[src/rtl/adder_tree_pkg.sv]
// Shared types and helpers for the pipelined signed adder tree.
// Defaults match the original 8x8-bit, 3-level tree.
package adder_tree_pkg;

  localparam int N_IN_DEF      = 8;
  localparam int IN_W_DEF      = 8;
  localparam int ACC_GUARD_DEF = 8;

  typedef struct packed {
    logic valid;
    logic accum;
    logic last;
  } tag_t;

  function automatic int level_width(
    input int in_w,
    input int l
  );
    return in_w + l;
  endfunction

endpackage

[src/rtl/adder_tree_if.sv]
// Stream interface: operand vector in, tree/frame sum out.
// master drives operands and out_ready; slave is the tree.
interface adder_tree_if
  import adder_tree_pkg::*;
#(
  parameter int N_IN      = N_IN_DEF,
  parameter int IN_W      = IN_W_DEF,
  parameter int ACC_GUARD = ACC_GUARD_DEF
);
  localparam int OUT_W =
    level_width(IN_W, $clog2(N_IN)) + ACC_GUARD;

  logic [N_IN*IN_W-1:0] in_data;
  logic                 in_valid;
  logic                 in_last;
  logic                 in_ready;
  logic                 accum_en;
  logic [OUT_W-1:0]     out_data;
  logic                 out_valid;
  logic                 out_ready;

  modport master (
    output in_data, in_valid, in_last,
    output accum_en, out_ready,
    input  in_ready, out_data, out_valid
  );

  modport slave (
    input  in_data, in_valid, in_last,
    input  accum_en, out_ready,
    output in_ready, out_data, out_valid
  );
endinterface

[src/rtl/adder_tree_level.sv]
// One tree level: N_PAIRS signed pair sums, registered with enable.
// Each sum grows by one bit so it can never overflow.
module adder_tree_level
  import adder_tree_pkg::*;
#(
  parameter int N_PAIRS = 1,
  parameter int W       = 8
) (
  input  logic                     clk,
  input  logic                     rstn,
  input  logic                     en_i,
  input  logic [2*N_PAIRS*W-1:0]   d_i,
  input  tag_t                     tag_i,
  output logic [N_PAIRS*(W+1)-1:0] q_o,
  output tag_t                     tag_o
);
  localparam int OW = W + 1;

  logic [N_PAIRS*OW-1:0] q_d;
  logic [N_PAIRS*OW-1:0] q_q;
  tag_t                  tag_q;

  always_comb begin
    q_d = '0;
    for (int p = 0; p < N_PAIRS; p++) begin
      q_d[p*OW +: OW] =
        {d_i[(2*p+1)*W-1], d_i[2*p*W +: W]} +
        {d_i[(2*p+2)*W-1], d_i[(2*p+1)*W +: W]};
    end
  end

  always_ff @(posedge clk) begin
    if (!rstn) begin
      q_q   <= '0;
      tag_q <= '0;
    end else if (en_i) begin
      q_q   <= q_d;
      tag_q <= tag_i;
    end
  end

  assign q_o   = q_q;
  assign tag_o = tag_q;

endmodule

[src/rtl/adder_tree_pipelined_param.sv]
// Pipelined signed adder tree, one register per level, with
// optional per-frame accumulation folded into the output stage.
module adder_tree_pipelined_param
  import adder_tree_pkg::*;
#(
  parameter int N_IN      = N_IN_DEF,
  parameter int IN_W      = IN_W_DEF,
  parameter int ACC_GUARD = ACC_GUARD_DEF
) (
  input  logic        clk,
  input  logic        rstn,
  adder_tree_if.slave bus
);
  localparam int LVL   = $clog2(N_IN);
  localparam int SUM_W = level_width(IN_W, LVL);
  localparam int OUT_W = SUM_W + ACC_GUARD;

  logic stall;
  logic out_valid;
  tag_t tag0;

  assign tag0.valid = bus.in_valid;
  assign tag0.accum = bus.accum_en;
  assign tag0.last  = bus.in_last & bus.accum_en;

  for (genvar l = 1; l <= LVL; l++) begin : g_lvl
    localparam int W  = level_width(IN_W, l - 1);
    localparam int NP = N_IN >> l;

    logic [2*NP*W-1:0]   d;
    logic [NP*(W+1)-1:0] q;
    tag_t                ti;
    tag_t                to;

    if (l == 1) begin : g_first
      assign d  = bus.in_data;
      assign ti = tag0;
    end else begin : g_next
      assign d  = g_lvl[l-1].q;
      assign ti = g_lvl[l-1].to;
    end

    adder_tree_level #(
      .N_PAIRS (NP),
      .W       (W)
    ) u_lvl (
      .clk   (clk),
      .rstn  (rstn),
      .en_i  (~stall),
      .d_i   (d),
      .tag_i (ti),
      .q_o   (q),
      .tag_o (to)
    );
  end

  logic [SUM_W-1:0] tsum;
  logic [OUT_W-1:0] tsum_x;
  logic [OUT_W-1:0] acc_q;
  logic [OUT_W-1:0] acc_d;
  tag_t             ft;

  assign tsum   = g_lvl[LVL].q;
  assign ft     = g_lvl[LVL].to;
  assign tsum_x = {{ACC_GUARD{tsum[SUM_W-1]}}, tsum};

  // Non-last frame members are absorbed here and never show as beats.
  assign out_valid = ft.valid & (~ft.accum | ft.last);
  assign stall     = out_valid & ~bus.out_ready;

  always_comb begin
    acc_d = acc_q;
    if (!stall && ft.valid && ft.accum) begin
      acc_d = ft.last ? '0 : acc_q + tsum_x;
    end
  end

  always_ff @(posedge clk) begin
    if (!rstn) acc_q <= '0;
    else       acc_q <= acc_d;
  end

  assign bus.in_ready  = ~stall;
  assign bus.out_valid = out_valid;
  assign bus.out_data  = ft.accum ? acc_q + tsum_x
                                  : tsum_x;

endmodule
[src/flat_wrapper.sv]
// flat-port wrapper written by rule: the top's interface ports become plain ports
module adder_tree_pipelined_param_flat import adder_tree_pkg::*;
#(
  parameter int N_IN      = N_IN_DEF,
  parameter int IN_W      = IN_W_DEF,
  parameter int ACC_GUARD = ACC_GUARD_DEF
)
  (clk, rstn, bus_in_data, bus_in_valid, bus_in_last, bus_accum_en, bus_out_ready, bus_in_ready, bus_out_data, bus_out_valid);
  adder_tree_if #(.N_IN(N_IN), .IN_W(IN_W), .ACC_GUARD(ACC_GUARD)) bus_i ();
  input  logic clk;
  input  logic rstn;
  input wire logic [$bits(bus_i.in_data)-1:0] bus_in_data;
  input wire logic [$bits(bus_i.in_valid)-1:0] bus_in_valid;
  input wire logic [$bits(bus_i.in_last)-1:0] bus_in_last;
  input wire logic [$bits(bus_i.accum_en)-1:0] bus_accum_en;
  input wire logic [$bits(bus_i.out_ready)-1:0] bus_out_ready;
  output wire logic [$bits(bus_i.in_ready)-1:0] bus_in_ready;
  output wire logic [$bits(bus_i.out_data)-1:0] bus_out_data;
  output wire logic [$bits(bus_i.out_valid)-1:0] bus_out_valid;
  assign bus_i.in_data = bus_in_data;
  assign bus_i.in_valid = bus_in_valid;
  assign bus_i.in_last = bus_in_last;
  assign bus_i.accum_en = bus_accum_en;
  assign bus_i.out_ready = bus_out_ready;
  assign bus_in_ready = bus_i.in_ready;
  assign bus_out_data = bus_i.out_data;
  assign bus_out_valid = bus_i.out_valid;
  adder_tree_pipelined_param #(.N_IN(N_IN), .IN_W(IN_W), .ACC_GUARD(ACC_GUARD)) u_core (.clk(clk), .rstn(rstn), .bus(bus_i));
endmodule
[config.mk]
export PLATFORM = sky130hd
export DESIGN_NAME = adder_tree_pipelined_param_flat
export DESIGN_NICKNAME = d
export VERILOG_FILES = /design/src/rtl/adder_tree_pkg.sv /design/src/rtl/adder_tree_if.sv /design/src/rtl/adder_tree_level.sv /design/src/rtl/adder_tree_pipelined_param.sv /design/src/flat_wrapper.sv
export SDC_FILE = /design/constraint.sdc
export NUM_CORES = 1
export LEC_CHECK = 0
export CAP_MARGIN = 20
export CORE_ASPECT_RATIO = 1.4
export CORE_MARGIN = 2
export CORE_UTILIZATION = 55
export DETAILED_ROUTE_END_ITERATION = 16
export MAX_ROUTING_LAYER = met4
export PLACE_DENSITY = 0.81
export SLEW_MARGIN = 5
export SYNTH_ARGS = -nofsm -noshare
export SYNTH_HDL_FRONTEND = slang
export SYNTH_SLANG_ARGS = --single-unit
[constraint.sdc]
create_clock -name clk -period 2.8 [get_ports clk]
set_input_delay 0.42 -clock clk [delete_from_list [all_inputs] [get_ports clk]]
set_output_delay 0.42 -clock clk [all_outputs]
set_load 0.1 [all_outputs]
==> impl_metrics.yaml <==
outcome:
  status: "finished with violations"
  failed_checks: "negative setup slack"
cells_and_area:
  area_growth_pct: 33.4
  num-fill-cells: 880
  final_nets: 1083
  multi_input_area_um2: 4960
  n_antenna_cell: 0
  layout.area.seq_um2: 1910
  drive_above_1_share_pct: 17.4
  stdcell_count: 1078
clocking:
  cts_htree_levels: 3
  tritoncts: "built"
  clkTransAtPathRegs_ns: 0.06
  clk_latency_ns: 0.34
  cts_buffers: 9
  cts_hold_buf: 0
  clockBufferDepth: 2
  clock-root-buffer: "clkbuf_16"
  cts.sinks: 95
place:
  post-place-cells: 1052
  numPortBuffers: 90
  place_hpwl_mm: 12.8
  place_ws_ns: -0.0424
  gp_congestion: 1.01
floorplan:
  die_w_um: 96.8
  start_util_pct: 56.1
  num_rows: 47
  core-area_um2: 11800
  num_io_pins: 91
  die_area_um2: 13000
  die_h_um: 134
sta:
  maxSlewHeadroom_pct: 50.8
  clock_skew_ns: 0.00775
  rsz0062_at_grt: "yes"
  setup_tns_ns: -1.03
  hold_viol_final: 0
  setup_viol: 8
  setup_slack_ns: -0.207
  min_period_ns: 3.01
  finalHoldWorstSlack_ns: 0.450
  max_freq_ghz: 0.333
  maxSlewViolCount: 0
  timing.final.crit_share_pct: 107
  tightest_slew_ns: 0.737
yosys:
  synth_cells: 816
  synthDistinctLibCells: 57
  synth_area_um2: 6630
  async_reset_ff_share_pct: 0
  synth_fp_nets: 972
  synth-seq-cells: 95
  synth_edf_count: 0
  ys.flop_type: "dfxtp_1"
  yosys_warnings: 0
  avgSynthCellArea_um2: 8.12
  ys_seq_area_share_pct: 28.7
route:
  drc: 0
  drt_iter0_drc: 239
  antenna_violating_nets_post_route: 0
  vias: 6375
  vias_per_cell: 5.91
  wl_per_cell_um: 15.6
  wl_mm: 16.8
  drtPass1Iterations: 6
grt:
  grt_pass1_wl_mm: 28.2
  grt_most_used_layer: "met2"
  use_met3_pct: 2.14
  grtUsageMet1_pct: 27.2
  overflow: 0
  use_met2_pct: 51.9
  grt_max_degree: 78
  grt_antenna_before_repair: 0
  grt_pass1_vias: 6333
  grt_usage_pct: 26.8
setup_path:
  r2r_end: "u_core.acc_q[18]"
  end_kind: "primary output"
  cp.required_ns: 2.38
  cp-start-kind: "flip-flop"
  crit_path_max_fanout: 4
  criticalPathCategory: "flip-flop to primary output"
  r2r_slack_ns: 0.18
  reg2regPathDepth: 11
  r2r_start: "u_core.acc_q[0]"
  critPathArrivalTime_ns: 2.59
worst_hold_path:
  hold_path_startpoint: "u_core.g_lvl[2].u_lvl.tag_o[1]"
  min_to: "u_core.g_lvl[2].u_lvl.tag_o[1]"
  hold_path_class: "flip-flop to flip-flop"
  min_path_cells: 2
power_and_ir_drop:
  power.density_nw_per_um2: 549
  peakVddDrop_uv: 260
  p_leak_nw: 3.78
run:
  cap_violations: 0
[Yosys cell counts, types with 8 or more instances]
cell	n	area, µm²
nor2_1	66	248
clkbuf_1	22	82.6
a21oi_1	86	430
o21ai_0	42	210
buf_2	10	50.1
a21o_1	27	203
inv_1	17	63.8
o211ai_1	13	97.6
ha_1	78	976
dfxtp_1	95	1900
or3_1	11	68.8
o21bai_1	12	90.1
xor2_1	11	96.3
xnor2_1	33	289
nand2_1	118	443
nand4_1	11	68.8
fa_1	8	160
a211oi_1	15	113
nand3_1	32	160
nor3_1	15	75.1
mux2_2	8	90.1
[registers in the layout, indices dropped and copies added (netlist names)]
name / cells
u_core.acc_q: 19
u_core.g_lvl.u_lvl.q_o: 67
u_core.g_lvl.u_lvl.tag_o: 9
[routing by layer]
layer | up-vias | routed length [µm]
met5 | - | 0
met4 | 0 | 571
met3 | 44 | 485
met2 | 140 | 9250
met1 | 3008 | 6510
li1 | 3183 | -
[critical path: stages, from the launching register on]
cell and delay (ns):
dfxtp_2 0.33, ha_4 0.16, fa_2 0.36, a21oi_4 0.19, buf_6 0.12, o2111ai_4 0.15, a21o_2 0.24, a21oi_2 0.12
xnor2_1 0.10, mux2_4 0.29, buf_12 0.17
[what timing repair did]
action,4_1_cts,5_1_grt
endpoints found under the setup margin,14,13
pin swaps,30,21
buffers inserted,8,5
resized for setup,54,33
[kinds of logic (layout without fill, tap and decap cells)]
logic type	after synthesis	in the layout	share of synthesized area [%]
AOI/OAI and AO/OA	250	250	24.8
xor gates and xnor gates	44	44	5.81
adders and majority gates	86	86	17.1
buffers and inverters	52	167	3.13
DFF	95	95	28.7
muxes	12	12	1.96
and+or+nand+nor	277	277	18.5
[cell type report]
type,count,share of cell area (%)
multi-input combinational,669,56.0
clock inverter,3,0.240
tap,147,2.08
timing repair buffer,134,16.6
sequential,95,21.6
clock buffer,12,2.67
inverter,18,0.764
[worst max path at each step]
stage	start	cells past startpoint	slack (ns)	endpoint
after detailed placement	u_core.acc_q[0]	9	-0.04	bus_out_data[16]
after global placement	u_core.acc_q[0]	9	-0.03	bus_out_data[16]
after global routing	u_core.g_lvl[3].u_lvl.q_o[0]	10	-0.28	bus_out_data[8]
after floorplan	u_core.g_lvl[3].u_lvl.q_o[10]	8	-0.28	bus_out_data[18]
after CTS	u_core.g_lvl[3].u_lvl.q_o[0]	10	-0.20	bus_out_data[8]
final	u_core.acc_q[0]	10	-0.21	bus_out_data[8]
[where the power goes]
part | switching [mW] | total (mW) | internal, mW
Sequential | 0.129 | 1.64 | 1.51
Combinational | 1.19 | 2.11 | 0.924
Clock | 0.506 | 1.10 | 0.598
[cells in the final DEF, fill, tap and decap left out, types with 7 or more instances in the layout]
cell type | Yosys | final
o21ai_0 | 42 | 38
a211oi_1 | 15 | 11
inv_1 | 17 | 16
nor3_1 | 15 | 14
dfxtp_1 | 95 | 87
xnor2_1 | 33 | 31
a21oi_1 | 86 | 75
fa_1 | 8 | 7
ha_4 | 0 | 12
clkbuf_16 | 0 | 9
clkdlybuf4s50_1 | 0 | 69
dfxtp_2 | 0 | 7
ha_1 | 78 | 63
or3_1 | 11 | 9
xor2_1 | 11 | 11
a22o_1 | 7 | 7
nor2_1 | 66 | 65
buf_4 | 0 | 38
nand2_1 | 118 | 114
nand3_1 | 32 | 30
o211ai_1 | 13 | 13
nand4_1 | 11 | 11
o21bai_1 | 12 | 10
buf_12 | 0 | 21
a21o_1 | 27 | 24
a21oi_2 | 1 | 8
[through the flow]
stage | util [%] | area (µm²) | power, mW
detailed placement | 68.2 | 8060 | 3.63
finish | 74.8 | 8840 | 4.86
floorplan | - | 6650 | 2.98
CTS | 73.1 | 8640 | 4.81
global placement | 68.2 | 8060 | 3.58
global route | 74.8 | 8840 | 5.09
Power figures use the tool's default switching activity.
